[src/rtl/interval_timer_dr_pkg.sv]
// ============================================================================
// interval_timer_dr_pkg : state encodings and mode constants for the timer
// Revision: 1.0
// ============================================================================
`default_nettype none

package interval_timer_dr_pkg;

  typedef logic [1:0] state_t;

  localparam logic [1:0] ST_IDLE = 2'd0;
  localparam logic [1:0] ST_RUN  = 2'd1;
  localparam logic [1:0] ST_DONE = 2'd2;

  localparam logic MODE_ONE_SHOT = 1'b0;
  localparam logic MODE_PERIODIC = 1'b1;

endpackage

`default_nettype wire

[src/rtl/interval_timer_dr_if.sv]
// ============================================================================
// interval_timer_dr_if : event valid/ready handshake plus pending-event count
// Revision: 1.0
// ============================================================================
`default_nettype none

interface interval_timer_dr_if #(
  parameter int EVENT_CNT_WIDTH = 4
);
  import interval_timer_dr_pkg::*;

  logic                       valid;
  logic                       ready;
  logic [EVENT_CNT_WIDTH-1:0] count;

  modport master (output valid, output count, input ready);
  modport slave  (input valid, input count, output ready);

endinterface

`default_nettype wire

[src/rtl/interval_timer_dr_event_pending_counter.sv]
// ============================================================================
// event_pending_counter : saturating pending-event counter, sticky overrun
// Revision: 1.0
// ============================================================================
`default_nettype none

module event_pending_counter
  import interval_timer_dr_pkg::*;
#(
  parameter int CNT_WIDTH = 4
) (
  input  wire logic                 clk_i,
  input  wire logic                 a_rst_n_i,
  input  wire logic                 event_i,
  input  wire logic                 ready_i,
  input  wire logic                 clear_overrun_i,
  output logic                      valid_o,
  output logic [CNT_WIDTH-1:0]      count_o,
  output logic                      overrun_o
);

  localparam logic [CNT_WIDTH-1:0] C_MAX = {CNT_WIDTH{1'b1}};

  logic [CNT_WIDTH-1:0] count_q, count_d;
  logic                 overrun_q, overrun_d;
  logic                 w_hs;
  logic                 w_drop;

  assign w_hs = (count_q != '0) & ready_i;

  always_comb begin
    count_d = count_q;
    w_drop  = 1'b0;
    if (event_i && !w_hs) begin
      if (count_q == C_MAX) begin
        w_drop = 1'b1;
      end else begin
        count_d = count_q + 1'b1;
      end
    end else if (!event_i && w_hs) begin
      count_d = count_q - 1'b1;
    end
    // A dropped event in the same cycle as a clear must remain visible
    overrun_d = w_drop | (overrun_q & ~clear_overrun_i);
  end

  always_ff @(posedge clk_i or negedge a_rst_n_i) begin
    if (!a_rst_n_i) begin
      count_q   <= '0;
      overrun_q <= 1'b0;
    end else begin
      count_q   <= count_d;
      overrun_q <= overrun_d;
    end
  end

  assign valid_o   = (count_q != '0);
  assign count_o   = count_q;
  assign overrun_o = overrun_q;

endmodule

`default_nettype wire

[src/rtl/interval_timer_dr.sv]
// ============================================================================
// interval_timer_dr : loadable down-counting interval timer emitting events
// Revision: 1.0
// ============================================================================
`default_nettype none

module interval_timer_dr
  import interval_timer_dr_pkg::*;
#(
  parameter int COUNTER_WIDTH   = 16,
  parameter int EVENT_CNT_WIDTH = 4
) (
  input  wire logic                     clk_i,
  input  wire logic                     a_rst_n_i,
  input  wire logic                     enable_i,
  input  wire logic                     mode_i,
  input  wire logic                     load_enable_i,
  input  wire logic [COUNTER_WIDTH-1:0] load_data_i,
  input  wire logic [COUNTER_WIDTH-1:0] decrement_i,
  input  wire logic                     clear_overrun_i,
  output logic      [COUNTER_WIDTH-1:0] value_o,
  output logic                          busy_o,
  output logic                          overrun_o,
  interval_timer_dr_if.master           evt
);

  logic [1:0]               state_q, state_d;
  logic [COUNTER_WIDTH-1:0] value_q, value_d;
  logic [COUNTER_WIDTH-1:0] period_q, period_d;
  logic                     w_event;

  always_comb begin
    state_d  = state_q;
    value_d  = value_q;
    period_d = period_q;
    w_event  = 1'b0;
    if (load_enable_i) begin
      period_d = load_data_i;
      value_d  = load_data_i;
      state_d  = (load_data_i != '0) ? ST_RUN : ST_IDLE;
    end else if (state_q == ST_RUN && enable_i && decrement_i != '0) begin
      // Terminal on value <= step keeps the count from wrapping below zero
      if (value_q > decrement_i) begin
        value_d = value_q - decrement_i;
      end else begin
        w_event = 1'b1;
        if (mode_i == MODE_PERIODIC) begin
          value_d = period_q;
        end else begin
          value_d = '0;
          state_d = ST_DONE;
        end
      end
    end
  end

  always_ff @(posedge clk_i or negedge a_rst_n_i) begin
    if (!a_rst_n_i) begin
      state_q  <= ST_IDLE;
      value_q  <= '0;
      period_q <= '0;
    end else begin
      state_q  <= state_d;
      value_q  <= value_d;
      period_q <= period_d;
    end
  end

  assign value_o = value_q;
  assign busy_o  = (state_q == ST_RUN);

  event_pending_counter #(
    .CNT_WIDTH (EVENT_CNT_WIDTH)
  ) u_pending (
    .clk_i           (clk_i),
    .a_rst_n_i       (a_rst_n_i),
    .event_i         (w_event),
    .ready_i         (evt.ready),
    .clear_overrun_i (clear_overrun_i),
    .valid_o         (evt.valid),
    .count_o         (evt.count),
    .overrun_o       (overrun_o)
  );

endmodule

`default_nettype wire

[src/flat_wrapper.sv]
// flat-port wrapper written by rule: the top's interface ports become plain ports
module interval_timer_dr_flat import interval_timer_dr_pkg::*;
#(
  parameter int COUNTER_WIDTH   = 16,
  parameter int EVENT_CNT_WIDTH = 4
)
  (clk_i, a_rst_n_i, enable_i, mode_i, load_enable_i, load_data_i, decrement_i, clear_overrun_i, value_o, busy_o, overrun_o, evt_valid, evt_count, evt_ready);
  interval_timer_dr_if #(.EVENT_CNT_WIDTH(EVENT_CNT_WIDTH)) evt_i ();
  input  wire logic clk_i;
  input  wire logic a_rst_n_i;
  input  wire logic enable_i;
  input  wire logic mode_i;
  input  wire logic load_enable_i;
  input  wire logic [COUNTER_WIDTH-1:0] load_data_i;
  input  wire logic [COUNTER_WIDTH-1:0] decrement_i;
  input  wire logic clear_overrun_i;
  output logic      [COUNTER_WIDTH-1:0] value_o;
  output logic busy_o;
  output logic overrun_o;
  output wire logic [$bits(evt_i.valid)-1:0] evt_valid;
  output wire logic [$bits(evt_i.count)-1:0] evt_count;
  input wire logic [$bits(evt_i.ready)-1:0] evt_ready;
  assign evt_valid = evt_i.valid;
  assign evt_count = evt_i.count;
  assign evt_i.ready = evt_ready;
  interval_timer_dr #(.COUNTER_WIDTH(COUNTER_WIDTH), .EVENT_CNT_WIDTH(EVENT_CNT_WIDTH)) u_core (.clk_i(clk_i), .a_rst_n_i(a_rst_n_i), .enable_i(enable_i), .mode_i(mode_i), .load_enable_i(load_enable_i), .load_data_i(load_data_i), .decrement_i(decrement_i), .clear_overrun_i(clear_overrun_i), .value_o(value_o), .busy_o(busy_o), .overrun_o(overrun_o), .evt(evt_i));
endmodule
[config.mk]
export PLATFORM = sky130hd
export DESIGN_NAME = interval_timer_dr_flat
export DESIGN_NICKNAME = d
export VERILOG_FILES = /design/src/rtl/interval_timer_dr_pkg.sv /design/src/rtl/interval_timer_dr_if.sv /design/src/rtl/interval_timer_dr_event_pending_counter.sv /design/src/rtl/interval_timer_dr.sv /design/src/flat_wrapper.sv
export SDC_FILE = /design/constraint.sdc
export NUM_CORES = 1
export LEC_CHECK = 0
export CORE_MARGIN = 3
export CORE_UTILIZATION = 55
export CTS_CLUSTER_SIZE = 28
export DETAILED_ROUTE_END_ITERATION = 6
export GPL_TIMING_DRIVEN = 0
export PLACE_DENSITY = 0.86
export RECOVER_POWER = 100
export SYNTH_ARGS = -nofsm -noshare
export SYNTH_HDL_FRONTEND = slang
export SYNTH_SLANG_ARGS = --single-unit
[constraint.sdc]
create_clock -name clk_i -period 6.9 [get_ports clk_i]
set_input_delay 1.035 -clock clk_i [delete_from_list [all_inputs] [get_ports clk_i]]
set_output_delay 1.035 -clock clk_i [all_outputs]
set_load 0.02 [all_outputs]
Yosys cells after proc, flatten, opt, wreduce, memory -nomap -nowiden. Index checks and enable logic that the tools add are counted.

Flip-flop bits (word level): 39. Output and inout bits: 23. Logic and storage cells: 48.

Add/subtract/negate cells: 3. $lt $le $gt $ge: 1. Equal/unequal tests: 5. Muxes and demuxes: 17. Bitwise logic cells: 4. Reductions and logical operators: 13.

Operators with widths (count): $mux 16 (4); $reduce_bool 16->1 (2); $gt 16x16->1 (1); $sub 16x16->16 (1); $mux 4 (3); $mux 2 (4); $mux 1 (6); $add 4x1->4 const B (1); $eq 4x4->1 const B (1); $logic_and 1x1->1 (4); $ne 2x2->1 const B (2); $reduce_bool 2->1 (2); $reduce_bool 4->1 (1); $sub 4x1->4 const B (1); $reduce_and 3->1 (1); $and 1x1->1 (2); $eq 2x1->1 const B (1); $logic_not 1->1 (2); $ne 2x1->1 const B (1); $reduce_and 2->1 (1); $not 1->1 (1); $or 1x1->1 (1).

Logic depth before layout (Yosys ltp). Gate-level depths: netlist of run 1.

Word-level depth: 9. Depth in mapped cells: 15. Depth with buffers taken out: 14.

Hierarchy. A second synthesis of run 1 with hierarchy kept.

Cells, all modules: 316. Area, all modules: 2927.8 um^2.

By module, submodules not included: interval_timer_dr (instances 1, cells each 283, area an instance 2563.7 um^2, sequential area each 850.8 um^2); event_pending_counter (instances 1, cells each 33, area an instance 364.1 um^2, sequential area each 125.1 um^2).

Least setup slack after synthesis of run 1. Ideal clock, no wire load.

Kind: input to register. From: in decrement_i[0]. To: reg u_core.u_pending.count_q[3], in the netlist u_core.u_pending.count_o[3]. Library setup time: 0.080 ns. Arrival time: 3.661 ns. Required time: 6.820 ns. Path slack: 3.159 ns. Stages on the path: 14. Path buffers: 1. Cells stage by stage: ha_1 fa_1 nand2b_1 a211oi_2 o31ai_1 a21o_1 buf_6 and3_2 inv_1 ha_1 a21o_1 a21oi_1 mux2i_1 xnor2_1.

Word-level cells in the longest chain between the ends: 8. Elaborated cells on any way between the ends: 13.

RTL lines: start: declaration (RTL line flat_wrapper.sv:15) `input wire logic [COUNTER_WIDTH-1:0] decrement_i;`; $gt 16x16->1 / $reduce_bool 16->1 (equally long branches) (RTL line interval_timer_dr.sv:43, interval_timer_dr.sv:41); $mux 1 / $logic_and 1x1->1 (equally long branches) (RTL line interval_timer_dr.sv:43, interval_timer_dr.sv:41); $mux 1 (*) (RTL line interval_timer_dr.sv:41) `end else if (state_q == ST_RUN && enable_i && decrement_i != '0) begin`; $mux 1 (*) (RTL line interval_timer_dr.sv:37) `if (load_enable_i) begin`; $logic_not 1->1 (RTL line interval_timer_dr_event_pending_counter.sv:40) `end else if (!event_i && w_hs) begin`; $logic_and 1x1->1 (RTL line interval_timer_dr_event_pending_counter.sv:40); $reduce_bool 2->1 (no line); $reduce_and 2->1 (no line); end signal: assignment (RTL line interval_timer_dr_event_pending_counter.sv:52) `count_q <= count_d;`; end: declaration (RTL line interval_timer_dr_event_pending_counter.sv:24) `logic [CNT_WIDTH-1:0] count_q, count_d;`.

Mark *: on every way between the ends. The rest lies on a longest branch, timed or not. A chain may end at the register's enable or synchronous reset.

Worst setup path after layout of run 1. Same ends and word-level chain as after synthesis.

==> results of run 1 <==
[layout by cell type (no fill, tap or decap), types with 4 or more instances in the layout]
cell / instances
dfrtp_1: 39
clkdlybuf4s50_1: 33
inv_1: 31
dlygate4sd3_1: 26
a21oi_1: 25
nand2_1: 24
ha_1: 18
mux2_2: 14
nor2_1: 13
clkbuf_1: 11
nor4_1: 9
xnor2_1: 9
nand4_1: 8
o21ai_0: 8
nand3_1: 6
nand2b_1: 6
mux2i_1: 6
a21o_1: 5
a31oi_1: 5
a222oi_1: 5
nor3_1: 5
clkbuf_8: 5
nor2b_1: 4
xor2_1: 4
a22oi_1: 4
[worst max-delay path: cells and delay by family]
kind	cells	cell delay [ns]
compound gates	5	0.93
fa+ha+maj	3	0.89
buf+inv	3	0.98
mux	1	0.23
simple gates	2	0.54
xor+xnor	1	0.14
[routing by layer]
| layer | share of wire [%] | wire (um) | vias to the layer above | track usage (%) |
|---|---|---|---|---|
| met5 | 0 | 0 | - | 0 |
| met4 | 3.0 | 233 | 0 | 10.1 |
| met3 | 7.6 | 593 | 24 | 4.93 |
| met2 | 48 | 3730 | 126 | 45.6 |
| met1 | 42 | 3260 | 1248 | 35.9 |
| li1 | - | - | 1240 | - |
[area by class of cell]
| cell class | instances | area [sq um] | share of cell area (%) |
|---|---|---|---|
| inverter | 31 | 116 | 3.32 |
| timing repair buffer | 60 | 594 | 17.0 |
| clock inverter | 2 | 12.5 | 0.358 |
| clock buffer | 6 | 72.6 | 2.07 |
| tap | 67 | 83.8 | 2.40 |
| sequential | 39 | 976 | 27.9 |
| buffer | 10 | 45.0 | 1.29 |
| multi-input combinational | 220 | 1600 | 45.7 |
[how the worst max path moves through the flow]
| stage | depth (start not counted) | from | endpoint |
|---|---|---|---|
| floorplan | 14 | decrement_i[0] | u_core.u_pending.count_o[3] |
| global placement | 15 | decrement_i[0] | u_core.u_pending.count_o[3] |
| detailed placement | 15 | decrement_i[0] | u_core.u_pending.count_o[3] |
| CTS | 15 | decrement_i[0] | u_core.u_pending.count_o[3] |
| global route | 15 | decrement_i[0] | u_core.u_pending.count_o[3] |
| finish | 15 | decrement_i[0] | u_core.u_pending.count_o[3] |
[cells by family (layout without fill, tap and decap cells)]
family                   after synthesis  in the layout  synth area share [%]
AND/OR/NAND/NOR                       84             84                  15.5
AO/OA/AOI/OAI                         83             83                  21.1
buffers and inverters                 41            109                  6.72
multiplexers                          20             20                  7.84
XOR/XNOR                              13             13                  4.10
flip-flops                            39             39                  35.2
adder cells (fa/ha/maj)               20             20                  9.56
[sequential cells by signal, summed over array words and instances (netlist names)]
signal                      cells
u_core.period_q                16
u_core.value_o                 16
u_core.u_pending.count_o        4
u_core.state_q                  2
u_core.u_pending.overrun_o      1
[power by group through the flow]
stage / Combinational (uW) / Sequential [uW] / Clock (uW)
2_1_floorplan: 253 / 337 / 0
3_3_place_gp: 426 / 309 / 0
3_5_place_dp: 434 / 311 / 0
4_1_cts: 437 / 307 / 158
5_1_grt: 463 / 312 / 165
6_report: 419 / 307 / 155
[stage by stage]
step | hold WS (ns) | utilization, %
floorplan | 0.449 | -
finish | 0.493 | 73.1
CTS | 0.496 | 74.0
global route | 0.521 | 73.1
global placement | 0.465 | 72.3
detailed placement | 0.477 | 72.2
==> qor.yml, run 1 <==
drt:
  drc: 0
  vias_per_cell: 6.06
  ant_nets: 0
  finalWirelength_um: 7810
  first_pass_iters: 5
  drtIter0Drc: 248
  vias: 2638
  wire_per_inst_um: 18.0
cells_and_area:
  drive_above_1_share_pct: 8.42
  fin_nets: 426
  synthToLayoutAreaGrowth_pct: 26.1
  final.fill_count: 389
  diodes: 0
  finish.instance_area_sq_mm: 0.00350
  instances_no_fill: 435
synth:
  synth_flop_cell: "dfrtp_1"
  synth-edff-count: 0
  synth_area_per_cell_sq_um: 9.25
  netlist.area_leader.share_pct: 35.2
  synth_area_leaders: "dfrtp_1, ha_1, mux2_2"
  netlist_top_cells_count: "dfrtp_1, inv_1, a21oi_1, nand2_1, ha_1"
  yosysMostFrequentCell: "dfrtp_1"
  synth_nets: 359
  syn-instance-count: 300
  yosysTopAreaCell: "dfrtp_1"
  synth-seq-cells: 39
  yosysUniqueCellTypes: 56
  synth_warnings: 0
  synthArstFlopShare_pct: 100
  synth_area_sq_mm: 0.00278
  yosysSeqAreaShare_pct: 35.2
cts:
  cts_resized: 0
  cts-buffers-inserted: 5
  cts_max_path_buffers: 2
  cts_num_sinks: 39
  path_clk_slew_ns: 0.08
  clock_tree.root_cell: "clkbuf_8"
  cts_tree: "done"
  cts_setup_buffers: 0
  clk_latency_ns: 0.30
  cts-htree-levels: 2
  cts_hold_buf: 0
global_routing:
  grt_pass1_wl_um: 12800
  antenna_found_initial: 0
  grt_pass1_vias: 2600
  grtUsageTotal_pct: 27.5
  overflow: 0
  grt_max_degree: 40
timing:
  setup_viol: 0
  rsz0062_at_grt: "no"
  fin_skew_ns: 0.00887
  finalMaxSlewViolations: 40
  max_slew.worst_pin.slew_ns: 2.12
  finalCritPeriodShare_pct: 65.5
  max_slew_margin_pct: -41.5
  finalWorstSetupSlack_ns: 2.38
  final-hold-violation-count: 0
  max_freq_ghz: 0.221
  final.setup.tns_ns: 0
  fin_crit_ns: 4.52
pwr:
  power_frac_seq_pct: 34.8
  p_per_area_mw_per_mm2: 252
  switching_share_pct: 39.8
  p_sw_uw: 350
  clockPowerShare_pct: 17.6
  totalPowerFinal_uw: 880
  power.internal_uw: 530
  peakVddDrop_v: 0.000180
  comb_power_share_pct: 47.6
  power.leakage_uw: 0.00155
setup_path:
  r2r_end: "u_core.u_pending.count_o[3]"
  reg2reg_slack_ns: 3.31
  cp_data_arrival_time_ns: 4.75
  worstSetupPathType: "in2reg"
  crit_path_top_delay_cell: "dlygate4sd3_1"
  critPathMaxStageDelay_ns: 0.59
  end_kind: "flop"
  crit_chain: "dlygate4sd3_1 -> ha_1 -> fa_1 -> nand2b_1 -> a211oi_1 -> o31ai_1 -> a21o_1 -> clkbuf_1 -> and3_2 -> inv_1 -> ha_1 -> a21o_1 -> a21oi_1 -> mux2i_1 -> xnor2_1"
  start_kind: "primary input"
  r2r_start: "u_core.value_o[0]"
  path_max_fanout: 10
  worstRegToRegCells: 15
  required_ns: 7.13
placement:
  io_buffers: 60
  hpwl_um: 6090
  gp_congestion: 0.887
  dp_cells: 427
  placed_area_sq_mm: 0.00345
  post-place-ws_ns: 2.44
min_path:
  min_to: "u_core.period_q[12]"
  hp-class: "reg2reg"
  hp-start: "u_core.period_q[12]"
  min_path_cells: 2
die:
  fp.dieW_um: 77.0
  initial_utilization_pct: 58.0
  row_count: 25
  die_h_um: 77.0
  io_pins: 62
  die_area_sq_mm: 0.00593
  fp.coreArea_sq_mm: 0.00479
job:
  maxCapViolations: 1
status:
  violations: "max-capacitance violations, max-slew violations"
  run_status: "finished, violations left"
No activity file was read; power rests on OpenSTA's default activity.
==> run 2: changes to the inputs <==
--- a/config.mk
+++ b/config.mk
@@ -6,11 +6,11 @@
 export NUM_CORES = 1
 export LEC_CHECK = 0
 export CORE_MARGIN = 3
-export CORE_UTILIZATION = 55
+export CORE_UTILIZATION = 46
 export CTS_CLUSTER_SIZE = 28
 export DETAILED_ROUTE_END_ITERATION = 6
 export GPL_TIMING_DRIVEN = 0
-export PLACE_DENSITY = 0.86
+export PLACE_DENSITY = 0.77
 export RECOVER_POWER = 100
 export SYNTH_ARGS = -nofsm -noshare
 export SYNTH_HDL_FRONTEND = slang
==> constraint.sdc (replaced) <==
create_clock -name clk_i -period 3.8 [get_ports clk_i]
set_input_delay 0.57 -clock clk_i [delete_from_list [all_inputs] [get_ports clk_i]]
set_output_delay 0.57 -clock clk_i [all_outputs]
set_load 0.02 [all_outputs]
==> qor.yml, run 2 (synthesized netlist as in run 1, its figures left out) <==
drt:
  drc: 0  # unchanged
  ant_nets: 0  # unchanged
  finalWirelength_um: 8000  # +2.5%
  met1Wirelength_um: 3620  # +11%
  met2_wirelength_um: 3680  # -1.3%
  vias_per_cell: 5.94  # -2.1%
  routed-wl-met3_um: 571  # -3.7%
  drtIter0Drc: 246  # -0.81%
  vias: 2612  # -0.99%
  wire_per_inst_um: 18.2  # +1.3%
  first_pass_iters: 7  # +2
  routed.top_layer: "met4"
min_path:
  hp-class: "reg2reg"
  min_to: "u_core.period_q[12]"
  hp-start: "u_core.period_q[12]"
  min_path_cells: 2  # unchanged
setup_path:
  required_ns: 4.02  # -3.11 ns
  critPathMaxStageDelay_ns: 0.48  # -0.11 ns
  start_kind: "primary input"
  worstRegToRegCells: 15  # unchanged
  worstSetupPathType: "in2reg"
  end_kind: "flop"
  r2r_start: "u_core.value_o[0]"
  cp_data_arrival_time_ns: 3.88  # -0.87 ns
  crit_path_top_delay_cell: "clkdlybuf4s50_1"
  crit_chain: "clkdlybuf4s50_1 -> ha_2 -> fa_1 -> nand2b_4 -> a211oi_2 -> o31ai_1 -> a21o_1 -> buf_6 -> and3_2 -> inv_1 -> ha_1 -> a21o_1 -> a21oi_2 -> mux2i_1 -> xnor2_1"
  path_buf_inv: 3  # unchanged
  reg2reg_slack_ns: 0.50  # -2.81 ns
  crit_top_cell: "a21o_1"
  r2r_end: "u_core.u_pending.count_o[3]"
  crit_family: "compound AO/OA/AOI/OAI gates"
  path_max_fanout: 10  # unchanged
cts:
  cts_setup_buffers: 0  # unchanged
  clk_latency_ns: 0.30  # about the same
  cts_resized: 0  # unchanged
  clock_tree.root_cell: "clkbuf_8"
  cts_max_path_buffers: 2  # unchanged
  cts-htree-levels: 2  # unchanged
  cts-buffers-inserted: 5  # unchanged
  cts_num_sinks: 39  # unchanged
  cts_tree: "done"
  path_clk_slew_ns: 0.08  # about the same
  cts_hold_buf: 0  # unchanged
timing:
  max_freq_ghz: 0.273
  setup_viol: 0  # unchanged
  whs_ns: 0.502  # +0.00948 ns
  fin_skew_ns: 0.00701  # -0.00186 ns
  finalCritPeriodShare_pct: 96.3
  finalWorstSetupSlack_ns: 0.141  # -2.24 ns
  final-hold-violation-count: 0  # unchanged
  max_slew_margin_pct: -42.1  # -0.58 points
  rsz0062_at_grt: "no"
  finalMaxSlewViolations: 40  # unchanged
  max_slew.worst_pin.slew_ns: 2.13  # +0.00867 ns
  fin_crit_ns: 3.66
global_routing:
  grtUsageTotal_pct: 22.8  # -4.6 points
  grt_pass1_wl_um: 12800  # +0.38%
  grt_max_degree: 40  # unchanged
  overflow: 0  # unchanged
  grt_pass1_vias: 2514  # -3.3%
  antenna_found_initial: 0  # unchanged
cells_and_area:
  instances_no_fill: 440  # +1.1%
  final_util_pct: 62.8  # -10 points
  diodes: 0  # unchanged
  drive_above_1_share_pct: 10.3  # +1.9 points
  layout_commonest_cell: "dfrtp_1"
  final.fill_count: 494  # +27%
  fin_nets: 426  # unchanged
  synthToLayoutAreaGrowth_pct: 28.4
  final_cell_mix: "dfrtp_1, clkdlybuf4s50_1, inv_1, dlygate4sd3_1"
pwr:
  comb_power_share_pct: 46.5  # -1.1 points
  peakVddDrop_v: 0.000346  # +92%
  power.leakage_uw: 0.00157  # +1.8%
  clockPowerShare_pct: 20.6  # +3.0 points
  switching_share_pct: 38.9  # -0.89 points
  power_frac_seq_pct: 32.8  # -2.0 points
  power.internal_uw: 1040  # +97%
  p_sw_uw: 664  # +90%
  p_per_area_mw_per_mm2: 479  # +90%
die:
  io_pins: 62  # unchanged
  fp.dieW_um: 83.7  # +8.6%
  fp.coreArea_sq_mm: 0.00568  # +19%
  die_area_sq_mm: 0.00700  # +18%
  row_count: 27  # +8.0%
  initial_utilization_pct: 48.9  # -9.1 points
  die_h_um: 83.7  # +8.6%
placement:
  post-place-ws_ns: -0.260  # -2.70 ns
  io_buffers: 60  # unchanged
  gp_congestion: 0.917  # +3.5%
  hpwl_um: 6080  # -0.13%
  dp_cells: 432  # +1.2%
status:
  violations: "max-capacitance violations, max-slew violations"
  run_status: "finished, violations left"
job:
  maxCapViolations: 1  # unchanged
run 2: cell types whose count changed in the layout (fill, tap and decap cells not counted), sizes merged:
cell / delta
clkinv: +1
buf: +1
clkbuf: -2
dlygate4sd3: -1
bufinv: +1
clkinvlp: -1
clkdlybuf4s50: +1
run 2: final cells by class:
type,count,area [sq um],area share [%]
multi-input cells,220,1620,45.5
flip-flops and latches,39,976,27.4
repair buffers,60,594,16.7
inverters,31,116,3.27
well taps,72,90.1,2.53
clock buffers,5,68.8,1.93
plain buffers,10,52.6,1.48
clock inverters,3,43.8,1.23
run 2: how the worst max path moves through the flow:
stage                                  endpoint  slack (ns)           start  cells after the start
detailed placement  u_core.u_pending.count_o[3]       -0.26  decrement_i[0]                     15
CTS                 u_core.u_pending.count_o[3]        0.04  decrement_i[0]                     15
global route        u_core.u_pending.count_o[3]        0.02  decrement_i[0]                     15
finish              u_core.u_pending.count_o[3]        0.14  decrement_i[0]                     15
floorplan           u_core.u_pending.count_o[3]        0.52  decrement_i[0]                     14
global placement    u_core.u_pending.count_o[3]       -0.24  decrement_i[0]                     15
run 2: per-layer routing:
metal  up-vias  global-route usage (%)
li1       1241                       -
met1      1247                    31.8
met2       111                    36.1
met3        13                    4.24
met4         0                    6.73
met5         -                       0
run 2: through the flow:
step                area (sq um)  total power, uW  TNS, ns
global placement            3470             1350   -0.238
floorplan                   2780             1070        0
detailed placement          3460             1360   -0.260
global route                3560             1810        0
CTS                         3570             1720        0
finish                      3560             1710        0
run 2: power groups by stage:
stage                     clock (uW)  sequential [uW]  combinational (uW)
after floorplan                    0              612                 459
after global placement             0              567                 787
after detailed placement           0              567                 796
after CTS                        354              561                 803
after global routing             375              570                 865
final                            352              560                 795
run 2: worst reg2reg max path: stages (launching register included):
cell      delay (ns)
dfrtp_1         0.39
inv_1           0.06
ha_2            0.18
fa_1            0.38
nand2b_4        0.17
a211oi_2        0.27
o31ai_1         0.13
a21o_1          0.20
buf_6           0.14
and3_2          0.23
inv_1           0.13
ha_1            0.24
a21o_1          0.19
a21oi_2         0.15
mux2i_1         0.22
xnor2_1         0.14
